## config.mk

```make
export PLATFORM = sky130hd
export DESIGN_NAME = instr_mem_prog_flat
export DESIGN_NICKNAME = d
export VERILOG_FILES = /design/src/rtl/instr_mem_prog_if.sv /design/src/rtl/instr_mem_prog.sv /design/src/flat_wrapper.sv
export SDC_FILE = /design/constraint.sdc
export NUM_CORES = 2
export LEC_CHECK = 0
export ABC_AREA = 1
export CELL_PAD_IN_SITES_DETAIL_PLACEMENT = 0
export CELL_PAD_IN_SITES_GLOBAL_PLACEMENT = 1
export CORE_MARGIN = 2
export CORE_UTILIZATION = 30
export DETAILED_ROUTE_END_ITERATION = 8
export GPL_TIMING_DRIVEN = 0
export PLACE_DENSITY_LB_ADDON = 0.12
export SLEW_MARGIN = 10
export SYNTH_ARGS = -nofsm -noshare
export SYNTH_HDL_FRONTEND = slang
export SYNTH_SLANG_ARGS = --single-unit
```

## constraint.sdc

```tcl
create_clock -name i_clk -period 13.5 [get_ports i_clk]
set_clock_uncertainty 0.05 [all_clocks]
set_input_delay 3.375 -clock i_clk [delete_from_list [all_inputs] [get_ports i_clk]]
set_output_delay 3.375 -clock i_clk [all_outputs]
set_load 0.02 [all_outputs]
```

## src/rtl/instr_mem_prog_if.sv

```systemverilog
// Load/fetch bus of the programmable instruction memory.
// master = debug unit + fetch stage side, slave = memory side.
interface instr_mem_prog_if #(
    parameter int unsigned DATA_WIDTH = 32,
    parameter int unsigned ADDR_WIDTH = 7,
    parameter int unsigned BYTE_WIDTH = 8
);
    logic                  i_load_start;
    logic                  i_byte_valid;
    logic [BYTE_WIDTH-1:0] i_byte;
    logic                  i_valid;
    logic [ADDR_WIDTH-1:0] i_address;
    logic [DATA_WIDTH-1:0] o_data;
    logic                  o_haltSignal;
    logic                  o_ready;
    logic [ADDR_WIDTH:0]   o_word_count;

    modport master (
        output i_load_start, i_byte_valid, i_byte, i_valid, i_address,
        input  o_data, o_haltSignal, o_ready, o_word_count
    );

    modport slave (
        input  i_load_start, i_byte_valid, i_byte, i_valid, i_address,
        output o_data, o_haltSignal, o_ready, o_word_count
    );
endinterface

```

## src/rtl/instr_mem_prog.sv

```systemverilog
// Byte-stream-loadable instruction memory with registered, stall-aware fetch port.
// Optional INSTR_MEM_BOUNDS_EN: fetches at or beyond the loaded word count return HALT.
module instr_mem_prog #(
    parameter int unsigned DATA_WIDTH  = 32,
    parameter int unsigned ADDR_WIDTH  = 7,
    parameter int unsigned BYTE_WIDTH  = 8,
    parameter logic [5:0]  HALT_OPCODE = 6'b111111
) (
    input  logic              i_clk,
    input  logic              i_reset,
    instr_mem_prog_if.slave   bus
);

    localparam int unsigned BYTES = DATA_WIDTH / BYTE_WIDTH;
    localparam int unsigned CNT_W = (BYTES > 1) ? $clog2(BYTES) : 1;
    localparam logic [DATA_WIDTH-1:0] HALT_WORD = {HALT_OPCODE, {(DATA_WIDTH-6){1'b0}}};

    typedef enum logic [1:0] {
        IDLE  = 2'd0,
        LOAD  = 2'd1,
        READY = 2'd2
    } state_t;

    state_t                state_q;
    state_t                state_d;
    logic [DATA_WIDTH-1:0] mem [2**ADDR_WIDTH];
    logic [DATA_WIDTH-1:0] asm_q;
    logic [DATA_WIDTH-1:0] asm_shift_c;
    logic [CNT_W-1:0]      byte_cnt_q;
    logic [ADDR_WIDTH-1:0] wptr_q;
    logic [ADDR_WIDTH:0]   word_count_q;
    logic                  ready_q;
    logic [DATA_WIDTH-1:0] data_q;
    logic                  halt_q;
    logic                  byte_take_c;
    logic                  word_wr_c;
    logic [DATA_WIDTH-1:0] rd_word_c;

    // Big-endian assembly: earlier bytes end up in the upper lanes.
    assign asm_shift_c = (asm_q << BYTE_WIDTH) | DATA_WIDTH'(bus.i_byte);

    // Next state and byte/word strobes; a load start always wins over a byte.
    always_comb begin
        state_d     = state_q;
        byte_take_c = 1'b0;
        word_wr_c   = 1'b0;
        if (bus.i_load_start) begin
            state_d = LOAD;
        end else begin
            case (state_q)
                LOAD: begin
                    if (bus.i_byte_valid) begin
                        byte_take_c = 1'b1;
                        if (byte_cnt_q == CNT_W'(BYTES - 1)) begin
                            word_wr_c = 1'b1;
                            if (asm_shift_c[DATA_WIDTH-1 -: 6] == HALT_OPCODE || wptr_q == '1) begin
                                state_d = READY;
                            end
                        end
                    end
                end
                default: state_d = state_q;
            endcase
        end
    end

    // State register and load bookkeeping.
    always_ff @(posedge i_clk) begin
        if (i_reset) begin
            state_q      <= IDLE;
            asm_q        <= '0;
            byte_cnt_q   <= '0;
            wptr_q       <= '0;
            word_count_q <= '0;
            ready_q      <= 1'b0;
        end else begin
            state_q <= state_d;
            ready_q <= (state_d == READY);
            if (bus.i_load_start) begin
                byte_cnt_q   <= '0;
                wptr_q       <= '0;
                word_count_q <= '0;
            end else if (byte_take_c) begin
                asm_q <= asm_shift_c;
                if (word_wr_c) begin
                    byte_cnt_q   <= '0;
                    wptr_q       <= wptr_q + 1'b1;
                    word_count_q <= word_count_q + 1'b1;
                end else begin
                    byte_cnt_q <= byte_cnt_q + 1'b1;
                end
            end
        end
    end

    // Storage array; contents survive reset.
    always_ff @(posedge i_clk) begin
        if (word_wr_c && !i_reset) begin
            mem[wptr_q] <= asm_shift_c;
        end
    end

`ifdef INSTR_MEM_BOUNDS_EN
    assign rd_word_c = ({1'b0, bus.i_address} >= word_count_q) ? HALT_WORD : mem[bus.i_address];
`else
    assign rd_word_c = mem[bus.i_address];
`endif

    // Fetch port: live only in READY, holds on stall, NOP otherwise.
    always_ff @(posedge i_clk) begin
        if (i_reset) begin
            data_q <= '0;
            halt_q <= 1'b0;
        end else if (state_q == READY) begin
            if (bus.i_valid) begin
                data_q <= rd_word_c;
                halt_q <= (rd_word_c[DATA_WIDTH-1 -: 6] == HALT_OPCODE);
            end
        end else begin
            data_q <= '0;
            halt_q <= 1'b0;
        end
    end

    assign bus.o_data       = data_q;
    assign bus.o_haltSignal = halt_q;
    assign bus.o_ready      = ready_q;
    assign bus.o_word_count = word_count_q;

endmodule

```

## src/flat_wrapper.sv

```systemverilog
// flat-port wrapper written by rule: the top's interface ports become plain ports
module instr_mem_prog_flat 
#(
    parameter int unsigned DATA_WIDTH  = 32,
    parameter int unsigned ADDR_WIDTH  = 7,
    parameter int unsigned BYTE_WIDTH  = 8,
    parameter logic [5:0]  HALT_OPCODE = 6'b111111
)
  (i_clk, i_reset, bus_i_load_start, bus_i_byte_valid, bus_i_byte, bus_i_valid, bus_i_address, bus_o_data, bus_o_haltSignal, bus_o_ready, bus_o_word_count);
  instr_mem_prog_if #(.DATA_WIDTH(DATA_WIDTH), .ADDR_WIDTH(ADDR_WIDTH), .BYTE_WIDTH(BYTE_WIDTH)) bus_i ();
  input  logic i_clk;
  input  logic i_reset;
  input wire logic [$bits(bus_i.i_load_start)-1:0] bus_i_load_start;
  input wire logic [$bits(bus_i.i_byte_valid)-1:0] bus_i_byte_valid;
  input wire logic [$bits(bus_i.i_byte)-1:0] bus_i_byte;
  input wire logic [$bits(bus_i.i_valid)-1:0] bus_i_valid;
  input wire logic [$bits(bus_i.i_address)-1:0] bus_i_address;
  output wire logic [$bits(bus_i.o_data)-1:0] bus_o_data;
  output wire logic [$bits(bus_i.o_haltSignal)-1:0] bus_o_haltSignal;
  output wire logic [$bits(bus_i.o_ready)-1:0] bus_o_ready;
  output wire logic [$bits(bus_i.o_word_count)-1:0] bus_o_word_count;
  assign bus_i.i_load_start = bus_i_load_start;
  assign bus_i.i_byte_valid = bus_i_byte_valid;
  assign bus_i.i_byte = bus_i_byte;
  assign bus_i.i_valid = bus_i_valid;
  assign bus_i.i_address = bus_i_address;
  assign bus_o_data = bus_i.o_data;
  assign bus_o_haltSignal = bus_i.o_haltSignal;
  assign bus_o_ready = bus_i.o_ready;
  assign bus_o_word_count = bus_i.o_word_count;
  instr_mem_prog #(.DATA_WIDTH(DATA_WIDTH), .ADDR_WIDTH(ADDR_WIDTH), .BYTE_WIDTH(BYTE_WIDTH), .HALT_OPCODE(HALT_OPCODE)) u_core (.i_clk(i_clk), .i_reset(i_reset), .bus(bus_i));
endmodule
```

==> summary.md <==
| Metric | Value |
|---|---|
| Period utilization | around 62% |
| Tightest Pin Transition | 1.44 ns |
| Worst rel slew slack | ~3.7% |
| Max Cap Viol | 0 |
| Ys Warns | 0 |
| Adder-cell share of the synthesized area | 0.0228% |
| Nets | roughly 14000 |
| Root Buffer | clkbuf_16 |
| Synth Area in Simple Gates | between 10% and 20% |
| Main combinational cell family by area after synthesis | simple AND/OR/NAND/NOR gates |
| WL final | 775000 microns |
| Iter 0 DRT Violations | between 15000 and 20000 |
| Unrepaired setup endpoints after global routing | no |
| WP data required | around 14 ns |
| Min Tclk post-route | about 8.3 ns |
| Crit-path slowest cell | buf_2 |
| Top cells by area, synth | edfxtp_1 75%, nand3_1 5.4%, o21ai_0 4.9%, nand2_1 4.1%, nor2_1 3.9% |
| Register bit total from synthesis | around 4200 |
| Final Wtd Congestion | 0.919 |
| Most used cell, CP | nand3_1 |
| First-pass GRT wire length | 1020000 microns |
| Setup bufs post-CTS | 0 |
| Pre-CTS setup slack | around 4.3 ns |
| Routed wire length per instance | ~36 microns |
| Setup ws final | approximately 5.2 ns |
| Final setup viols | 0 |
| Top Ports | 62 |
| Hold Vio Cnt, Final | 0 |
| Hpwl dp | between 500000 and 600000 microns |
| Crit path cell chain | buf_4, inv_2, buf_4, buf_2, buf_1, nor2_1, o22ai_1, nand2_1, nand3_1, nand3_1, nand3_1, nand3_1, nand3_1, nand2_1, inv_1 |
| Cell Area, Synth | approximately 0.16 sq mm |
| Post-Synthesis Cells | around 13000 |
| Top-area cell type share of the netlist area | between 70 and 80% |
| Placement row count | about 270 |
| # DRC | 0 |
| Die ar. | 0.554 sq mm |
| Synth area leader | edfxtp_1 |
| Grt ovf | 0 |
| Post-route ant nets | 0 |
| Post-synth net total | roughly 13000 |
| Vias per std cell | ~5.5 |
| Clk slew on worst S/H paths | roughly 0.060 ns |
| P&R area growth vs syn | 20.3% |
| Worst-skew pair later-pin latency | roughly 1.1 ns |
| Status | completed |
| Placed cell count | around 21000 |
| Hold WC Path Type | reg2reg |
| Post-layout util | 36.3% |
| Sum of negative setup slack | 0 ns |
| DIE WIDTH | approximately 740 microns |
| Power density over the cells | 147 mW/mm^2 |
| Synth cell types | 27 |
| Core area | ~0.55 sq mm |
| TritonCTS clock tree | yes |
| CP Max Fanout | 11 |
| DR vias | between 100k and 150k |
| Mux contribution to synthesized area | 0% |
| Clock sink count | 4173 |
| Post-CTS Hold Fix Bufs | 0 |
| Vias in the first global route | ~110k |
| CP max stage delay | 0.98 ns |
| Post_cts resized | 0 |
| TritonCTS buffer count | between 400 and 500 |
| Complex-gate fraction of the synthesized area | roughly 8.0% |
| Worst path arrival time | around 9 ns |
| Ratio of cells with drive above 1 in the final layout | around a tenth |
| Sequential area share after synthesis | approximately 76% |
| Final Max Tran Viols | 0 |
| Static leakage | 64.4 nW |
| Largest net degree at the start of global routing | 84 |
| Initial antenna violation count | between 80 and 90 |
| Die height | between 700 and 800 microns |
| I/O Buffers | 57 |
| Critical path endpoint category | register |
| Initial Util | approximately 30% |
| Non-filler cells, final | approximately 22000 |
| Syn Area/Cell | around 13 sq um |
| CTS HTree Levels | 5 |
| Drt first pass iters | 5 |
| CTS Buffer Depth | 4 |
| F_max | approximately 120 MHz |
| WHS | between 0.4 and 0.5 ns |
| Startpoint Class | primary input |
| Setup CP Type | in2reg |
| Synth Area in XOR/XNOR | less than 1% |
| Peak supply drop | between 0.1 and 0.15 mV |
| All-Layer GR Usage | between 20% and 30% |
[placed cells by master, fill, tap and decap left out, types with 117 or more instances in the layout]
| cell | count |
|---|---|
| buf_1 | 125 |
| inv_1 | 164 |
| clkbuf_1 | 610 |
| nand3_1 | 1770 |
| nor2_1 | 1589 |
| buf_2 | 214 |
| o21ai_0 | 1596 |
| clkbuf_16 | 471 |
| edfxtp_1 | 4096 |
| buf_16 | 155 |
| nor2_4 | 128 |
| a21oi_1 | 117 |
| nand2_1 | 1780 |
| buf_12 | 160 |
| o22ai_1 | 729 |
[worst max-delay path, delay by kind of cell]
family / cells / cell delay (ns)
AOI/OAI and AO/OA: 1 / 0.18
buffers and inverters: 6 / 3.18
and+or+nand+nor: 8 / 2.24
[metal layers]
| layer | vias to the layer above | wire, microns | GRT usage [%] |
|---|---|---|---|
| met5 | - | 74 | 0 |
| li1 | 49546 | - | - |
| met3 | 1106 | 67500 | 5.08 |
| met1 | 61042 | 324000 | 37.6 |
| met4 | 10 | 35100 | 10.4 |
| met2 | 6064 | 348000 | 42.6 |
[state kept, by name, indices dropped and copies added (netlist names)]
| signal | cells |
|---|---|
| u_core.wptr_q | 7 |
| u_core.bus.o_data | 32 |
| u_core.bus.o_haltSignal | 1 |
| u_core.state_q | 2 |
| u_core.mem | 4096 |
| u_core.byte_cnt_q | 2 |
| u_core.asm_q | 24 |
| u_core.bus.o_ready | 1 |
| u_core.bus.o_word_count | 8 |
[kinds of logic (layout without fill, tap and decap cells)]
group	count (synthesis)	in the layout
AOI/OAI and AO/OA	2447	2447
xor gates and xnor gates	1	1
adders and majority gates	3	3
buffers and inverters	1092	2334
DFF	4173	4173
other	0	39
and+or+nand+nor	5287	5287
[cells in the mapped netlist]
| library cell | count |
|---|---|
| a31oi_1 | 1 |
| clkbuf_1 | 567 |
| nand3_1 | 1771 |
| clkinv_1 | 2 |
| ha_1 | 3 |
| buf_4 | 14 |
| o22ai_1 | 729 |
| o21ai_0 | 1596 |
| nor4_1 | 1 |
| xor2_1 | 1 |
| a21oi_1 | 117 |
| edfxtp_1 | 4096 |
| inv_2 | 3 |
| nand2_1 | 1780 |
| nor3b_1 | 1 |
| buf_2 | 201 |
| inv_1 | 164 |
| buf_6 | 3 |
| o21a_1 | 2 |
| buf_1 | 138 |
| a211oi_1 | 1 |
| nor2_1 | 1717 |
| nand4_1 | 9 |
| nor3_1 | 7 |
| dfxtp_1 | 77 |
| a2111oi_0 | 1 |
| nand4_2 | 1 |
[cell type report]
class                           instances  area [sq um]
Antenna cell                           39          97.6
Buffer                                923          3860
Multi-Input combinational cell       7738         36300
Fill cell                           52735        348000
Tap cell                             7234          9050
Sequential cell                      4173        125000
Inverter                              169           634
Clock inverter                        305          2830
Timing Repair Buffer                  372          8080
Clock buffer                          565         12200
[power breakdown]
part	total (W)	leakage [nW]	internal, W	switching, W
Clock	0.0127	7.33	0.00716	0.00557
Combinational	0.00203	20.2	0.000404	0.00163
Sequential	0.0142	36.9	0.0142	0.0000481
Total	0.0290	64.4	0.0217	0.00725
[through the flow]
stage / total power [W] / cell area, sq um
after detailed placement: 0.0165 / 183000
after CTS: 0.0291 / 198000
after global placement: 0.0165 / 174000
after global routing: 0.0297 / 198000
after floorplan: 0.0153 / 164000
final: 0.0290 / 198000
[final timing paths]
check | startpoint | end | slack [ns] | cells after the start
worst min-delay path | u_core.bus.o_haltSignal | u_core.bus.o_haltSignal | 0.43 | 2
worst min register to register | u_core.bus.o_haltSignal | u_core.bus.o_haltSignal | 0.43 | 2
worst max-delay path | bus_i_address[0] | u_core.bus.o_data[6] | 5.19 | 15
worst max register to register | u_core.state_q[1] | u_core.mem[100][12] | 8.55 | 10
Power figures use the tool's default switching activity.
